<file path="src/rtl/whack_game_ctrl.sv">
`default_nettype none
// ============================================================================
// Module   : whack_game_ctrl
// Purpose  : Round-level controller for the whack-a-mole game. Sequences
//            IDLE -> COUNTDOWN -> PLAY -> OVER, scores player button presses
//            against the scheduler's lit-mole mask, tracks round time and
//            difficulty level, and feeds the mole ON time back to the
//            scheduler.
// Ports    : clk, rst (async, active-high)
//            tick_1ms      - 1 ms strobe
//            start_btn     - debounced start level (rising edge = request)
//            hit_btn       - debounced mole buttons
//            active_mask   - one-hot/zero mask of the lit mole
//            game_active   - high only in PLAY
//            on_ms_cfg     - mole ON time for the scheduler
//            gap_ms_cfg    - constant gap time
//            score, level, time_left_s, game_state
//            hit_pulse, miss_pulse - one-cycle event strobes
// Options  : `define MISS_PENALTY_EN to make each miss cost one point.
// Revision : 1.0 - initial release
// ============================================================================
module whack_game_ctrl #(
    parameter int N_MOLES        = 18,
    parameter int ROUND_S        = 60,
    parameter int COUNTDOWN_S    = 3,
    parameter int HITS_PER_LEVEL = 5,
    parameter int MAX_LEVEL      = 7,
    parameter int BASE_ON_MS     = 900,
    parameter int ON_STEP_MS     = 100,
    parameter int MIN_ON_MS      = 300,
    parameter int GAP_MS         = 250
) (
    input  logic               clk,
    input  logic               rst,
    input  logic               tick_1ms,
    input  logic               start_btn,
    input  logic [N_MOLES-1:0] hit_btn,
    input  logic [N_MOLES-1:0] active_mask,
    output logic               game_active,
    output logic [15:0]        on_ms_cfg,
    output logic [15:0]        gap_ms_cfg,
    output logic [13:0]        score,
    output logic [2:0]         level,
    output logic [7:0]         time_left_s,
    output logic [1:0]         game_state,
    output logic               hit_pulse,
    output logic               miss_pulse
);

    localparam logic [13:0] SCORE_MAX = 14'd9999;
    localparam logic [9:0]  MS_LAST   = 10'd999;

    typedef enum logic [1:0] {
        S_IDLE      = 2'd0,
        S_COUNTDOWN = 2'd1,
        S_PLAY      = 2'd2,
        S_OVER      = 2'd3
    } state_t;

    state_t             state_q, state_d;
    logic [9:0]         ms_q, ms_d;
    logic [7:0]         time_q, time_d;
    logic [13:0]        score_q, score_d;
    logic [2:0]         level_q, level_d;
    logic [7:0]         hits_q, hits_d;
    logic               credit_q, credit_d;
    logic               hit_pulse_q, hit_pulse_d;
    logic               miss_pulse_q, miss_pulse_d;
    logic [15:0]        on_ms_q, on_ms_d;
    logic               start_prev_q;
    logic [N_MOLES-1:0] hit_prev_q;
    logic [N_MOLES-1:0] mask_q;

    logic               start_rise;
    logic [N_MOLES-1:0] hit_rise;
    logic               sec_tick;
    logic               hit_cand;
    logic               miss_cand;
    logic signed [16:0] on_raw;

    assign start_rise = start_btn & ~start_prev_q;
    assign hit_rise   = hit_btn & ~hit_prev_q;
    assign sec_tick   = tick_1ms && (ms_q == MS_LAST);
    assign hit_cand   = (state_q == S_PLAY) && !credit_q && (|(hit_rise & active_mask));
    assign miss_cand  = (state_q == S_PLAY) && (|(hit_rise & ~active_mask));

    // Computed wide and signed so a large level can never wrap past the floor.
    assign on_raw = 17'(BASE_ON_MS) - 17'(level_q) * 17'(ON_STEP_MS);

    always_comb begin
        state_d      = state_q;
        ms_d         = ms_q;
        time_d       = time_q;
        score_d      = score_q;
        level_d      = level_q;
        hits_d       = hits_q;
        credit_d     = credit_q;
        hit_pulse_d  = 1'b0;
        miss_pulse_d = 1'b0;

        if (on_raw < $signed(17'(MIN_ON_MS))) begin
            on_ms_d = 16'(MIN_ON_MS);
        end else begin
            on_ms_d = on_raw[15:0];
        end

        if (tick_1ms) begin
            ms_d = (ms_q == MS_LAST) ? 10'd0 : ms_q + 10'd1;
        end

        // A new mole (or mole-off) re-arms credit; a credit below re-sets it.
        if (active_mask != mask_q) begin
            credit_d = 1'b0;
        end

        case (state_q)
            S_IDLE, S_OVER: begin
                if (start_rise) begin
                    state_d = S_COUNTDOWN;
                    ms_d    = 10'd0;
                    time_d  = 8'(COUNTDOWN_S);
                    score_d = 14'd0;
                    level_d = 3'd0;
                    hits_d  = 8'd0;
                end
            end
            S_COUNTDOWN: begin
                if (sec_tick) begin
                    if (time_q == 8'd1) begin
                        state_d = S_PLAY;
                        ms_d    = 10'd0;
                        time_d  = 8'(ROUND_S);
                    end else begin
                        time_d = time_q - 8'd1;
                    end
                end
            end
            S_PLAY: begin
                if (sec_tick) begin
                    if (time_q == 8'd1) begin
                        state_d = S_OVER;
                        ms_d    = 10'd0;
                        time_d  = 8'd0;
                    end else begin
                        time_d = time_q - 8'd1;
                    end
                end

                hit_pulse_d  = hit_cand;
                miss_pulse_d = miss_cand;

`ifdef MISS_PENALTY_EN
                if (hit_cand && miss_cand) begin
                    score_d = (score_q == 14'd0) ? 14'd1 : score_q;
                end else if (hit_cand) begin
                    score_d = (score_q < SCORE_MAX) ? score_q + 14'd1 : SCORE_MAX;
                end else if (miss_cand) begin
                    score_d = (score_q == 14'd0) ? 14'd0 : score_q - 14'd1;
                end
`else
                if (hit_cand) begin
                    score_d = (score_q < SCORE_MAX) ? score_q + 14'd1 : SCORE_MAX;
                end
`endif

                if (hit_cand) begin
                    credit_d = 1'b1;
                    // hits_in_level keeps wrapping even once level saturates.
                    if (hits_q + 8'd1 == 8'(HITS_PER_LEVEL)) begin
                        hits_d = 8'd0;
                        if (level_q < 3'(MAX_LEVEL)) begin
                            level_d = level_q + 3'd1;
                        end
                    end else begin
                        hits_d = hits_q + 8'd1;
                    end
                end
            end
            default: state_d = S_IDLE;
        endcase
    end

    always_ff @(posedge clk or posedge rst) begin
        if (rst) begin
            state_q      <= S_IDLE;
            ms_q         <= 10'd0;
            time_q       <= 8'd0;
            score_q      <= 14'd0;
            level_q      <= 3'd0;
            hits_q       <= 8'd0;
            credit_q     <= 1'b0;
            hit_pulse_q  <= 1'b0;
            miss_pulse_q <= 1'b0;
            on_ms_q      <= 16'(BASE_ON_MS);
            start_prev_q <= 1'b0;
            hit_prev_q   <= '0;
            mask_q       <= '0;
        end else begin
            state_q      <= state_d;
            ms_q         <= ms_d;
            time_q       <= time_d;
            score_q      <= score_d;
            level_q      <= level_d;
            hits_q       <= hits_d;
            credit_q     <= credit_d;
            hit_pulse_q  <= hit_pulse_d;
            miss_pulse_q <= miss_pulse_d;
            on_ms_q      <= on_ms_d;
            start_prev_q <= start_btn;
            hit_prev_q   <= hit_btn;
            mask_q       <= active_mask;
        end
    end

    assign game_active = (state_q == S_PLAY);
    assign game_state  = state_q;
    assign on_ms_cfg   = on_ms_q;
    assign gap_ms_cfg  = 16'(GAP_MS);
    assign score       = score_q;
    assign level       = level_q;
    assign time_left_s = time_q;
    assign hit_pulse   = hit_pulse_q;
    assign miss_pulse  = miss_pulse_q;

endmodule
`default_nettype wire
</file>
<file path="config.mk">
export PLATFORM = sky130hd
export DESIGN_NAME = whack_game_ctrl
export DESIGN_NICKNAME = d
export VERILOG_FILES = /design/src/rtl/whack_game_ctrl.sv
export SDC_FILE = /design/constraint.sdc
export NUM_CORES = 1
export LEC_CHECK = 0
export ABC_AREA = 1
export BUFFER_PORTS_ARGS = -buffer_cell sky130_fd_sc_hd__buf_2
export CAP_MARGIN = 20
export CORE_AREA = 4 4 107 98
export DETAILED_ROUTE_END_ITERATION = 16
export DIE_AREA = 0 0 111 102
export PLACE_DENSITY = 0.8
export SLEW_MARGIN = 0
export SYNTH_ARGS = -nofsm -noshare
export SYNTH_HDL_FRONTEND = slang
export SYNTH_SLANG_ARGS = --single-unit
export TNS_END_PERCENT = 1
</file>
<file path="constraint.sdc">
create_clock -name clk -period 3 [get_ports clk]
set_input_delay 0.15 -clock clk [delete_from_list [all_inputs] [get_ports clk]]
set_output_delay 0.15 -clock clk [all_outputs]
set_load 0.05 [all_outputs]
</file>
==> impl_metrics.toml <==
[critical_path]
r2r_setup_slack_ps = 290
crit_path_start_kind = "flop"
timing.rr.end = "on_ms_cfg[5]"
crit_type = "flop to flop"
critical_path.most_common_cell = "ha_1"
worstPathMaxFanout = 8
reg2reg_from = "level[1]"
end_kind = "flop"
slowest_stage = "dfrtp_1"
path_cells = "inv_1 > ha_1 > ha_1 > ha_1 > nand2_1 > inv_1 > nand2_1 > xor2_1 > o21ai_0 > nor2_1 > ha_1 > inv_1 > nand2_1"
cp.arrival_ps = 2970
rr_worst_depth = 13
startpoint = "level[1]"
cp_slowest_stage_delay_ps = 500
required_ps = 3260

[pwr]
p_leak_nw = 3.14
power_density_nw_per_um2 = 792
power_mw = 4.87
peakVddDrop_v = 0.000723

[die]
start_util = 0.542
die_h_microns = 102
die_w_microns = 111
core-area_sq_um = 9490
fp-row-count = 34
ioPinCount = 102
dieArea_sq_um = 11300

[worst_hold_path]
timing.hold.worst_endpoint = "ms_q[1]"
hold_depth = 3
worstHoldStart = "tick_1ms"
hold_class = "input port to flop"

[timing]
fmax_mhz = 369
slew-limit-headroom = 0.658
slew_viol_final = 0
worst_pin_slew_ps = 513
period_needed_ps = 2710
hold_violations = 0
finClkSkew_ps = 11.5
final-setup-viol-count = 0
rsz0062_at_grt = "false"
fin_crit_sh = 0.903
fin_setup_tns_ps = 0

[finish]
nets = 788
seq_area_sq_um = 2360
drive_gt1_frac = 0.209
stdcell_count = 862
diodes = 0
areaGrowthSynthToFinish_pct = 19.4
fillers = 730
multi_input_area_sq_um = 2290

[logic_synthesis]
synth.distinct_cells = 48
synthArstFlopShare = 1.00
synth_top_area_frac = 0.438
syn_inst = 609
yosys_warnings = 0
yosysSeqAreaShare = 0.458
yosys.area.top_type = "dfrtp_1"
avgSynthCellArea_sq_um = 8.45
synth_area_leaders = "dfrtp_1 44%, nand2_1 8.9%, inv_1 5.8%, nand3_1 5.4%, ha_1 4.1%"
netlist_top_cells_count = "122 x nand2_1, 90 x dfrtp_1, 79 x inv_1"
synth_edf_count = 0
synth.most_common_cell = "nand2_1"
synth_flop_cell = "dfrtp_1"
synth_area_sq_um = 5140
yosys_register_bits = 94

[drt]
drt_wl_total_microns = 11600
wl_per_cell_microns = 13.4
ant_nets = 0
drt_pass1_iterations = 5
drt-initial-drc-count = 189
viasPerCell = 5.14
drc = 0
via_count = 4427

[cts]
clk_latency_ps = 370
clk_pin_slew_ps = 110
clockBufferDepth = 2
cts_hold_buf = 38
ctsResizeCount = 0
cts_sinks = 94
root_buffer = "clkbuf_8"
cts_buffers = 9
cts_max_level = 3
cts_setup_buffers = 0
cts_tree = "built"

[global_routing]
overflow = 0
grt_pass1_wl_microns = 20000
antenna_found_initial = 0
grt_max_degree = 36
track_usage = 0.214
grt_pass1_vias = 4432

[placed_design]
place_inst = 808
place.gp.congestion = 0.886
port_buffers = 83
dp_hpwl_microns = 8260

[job]
cap_violations = 0

[outcome]
status = "completed"
==> flip-flops by register name (all words and copies together) (netlist names), 3 cells and up <==
register	flops
hit_prev_q	18
mask_q	18
score	14
ms_q	10
on_ms_cfg	9
hits_q	8
time_left_s	8
level	3
==> routing by layer <==
| metal | global-route usage | share of wire | vias up |
|---|---|---|---|
| li1 | - | - | 2167 |
| met1 | 0.263 | 0.43 | 2111 |
| met2 | 0.382 | 0.50 | 121 |
| met3 | 0.0385 | 0.045 | 28 |
| met4 | 0.0824 | 0.024 | 0 |
| met5 | 0 | 0 | - |
==> logic make-up (layout without fill, tap and decap cells) <==
kind of cell    Yosys count  after routing  share of synthesized area
flops                    94             94                      0.458
simple gates            283            283                      0.256
fa+ha+maj                17             17                     0.0414
buf+inv                 116            227                      0.108
other cells               2             18                    0.00146
compound gates           71             71                     0.0895
xor+xnor                 26             26                     0.0457
==> per-stage QoR <==
stage	hold WS, ps	utilization	worst slack [ps]	instance area, sq um
2_1_floorplan	181	-	238	5200
3_3_place_gp	195	0.588	511	5570
3_5_place_dp	204	0.588	324	5570
4_1_cts	85.3	0.648	308	6140
5_1_grt	121	0.648	59.8	6140
6_report	98.8	0.648	292	6140
==> worst max-delay path: cells and delay by family, from the launching register on <==
kind | cells | cell delay [ps]
buf+inv | 3 | 370
compound gates | 1 | 120
xor+xnor | 1 | 160
simple gates | 4 | 320
flops | 1 | 500
fa+ha+maj | 4 | 1130
==> where the power goes <==
group | total, mW | switching (mW) | leakage [nW] | internal [mW]
combinational | 2.31 | 1.67 | 1.86 | 0.644
clock | 0.816 | 0.495 | 0.0878 | 0.321
sequential | 1.74 | 0.214 | 1.19 | 1.52
total | 4.87 | 2.38 | 3.14 | 2.49
==> cell type report <==
type,count,share of cell area
inverters,88,0.0548
multi-input cells,415,0.373
clock inverters,7,0.0106
well taps,126,0.0257
flip-flops and latches,94,0.384
repair buffers,123,0.132
clock buffers,9,0.0202
==> layout by cell type, fill, tap and decap left out, types with 4 or more instances in the layout <==
cell | Yosys | routed
nand3_1 | 56 | 56
nor2_1 | 56 | 56
nand4_1 | 6 | 6
ha_1 | 17 | 17
conb_1 | 2 | 18
o21ai_1 | 12 | 12
o22ai_1 | 5 | 5
dfstp_2 | 4 | 4
nor3_1 | 6 | 6
buf_2 | 1 | 83
inv_2 | 6 | 6
nand2_1 | 122 | 122
xor2_1 | 17 | 17
nor3b_1 | 4 | 4
o21ai_2 | 13 | 13
clkbuf_8 | 0 | 9
xnor2_1 | 8 | 8
a21oi_1 | 9 | 9
inv_1 | 79 | 78
o21ai_0 | 17 | 17
dlygate4sd3_1 | 0 | 38
nor2_2 | 5 | 5
nand2_2 | 8 | 8
dfrtp_1 | 90 | 90
nand3b_1 | 5 | 5
==> how the worst max path moves through the flow <==
stage / to / slack, ps / cells after the start
after floorplan: on_ms_cfg[5] / 240 / 13
after global placement: on_ms_cfg[5] / 510 / 13
after detailed placement: on_ms_cfg[5] / 320 / 13
after CTS: on_ms_cfg[5] / 310 / 13
after global routing: on_ms_cfg[5] / 60 / 13
final: on_ms_cfg[5] / 290 / 13
No activity file was read; power rests on OpenSTA's default activity.
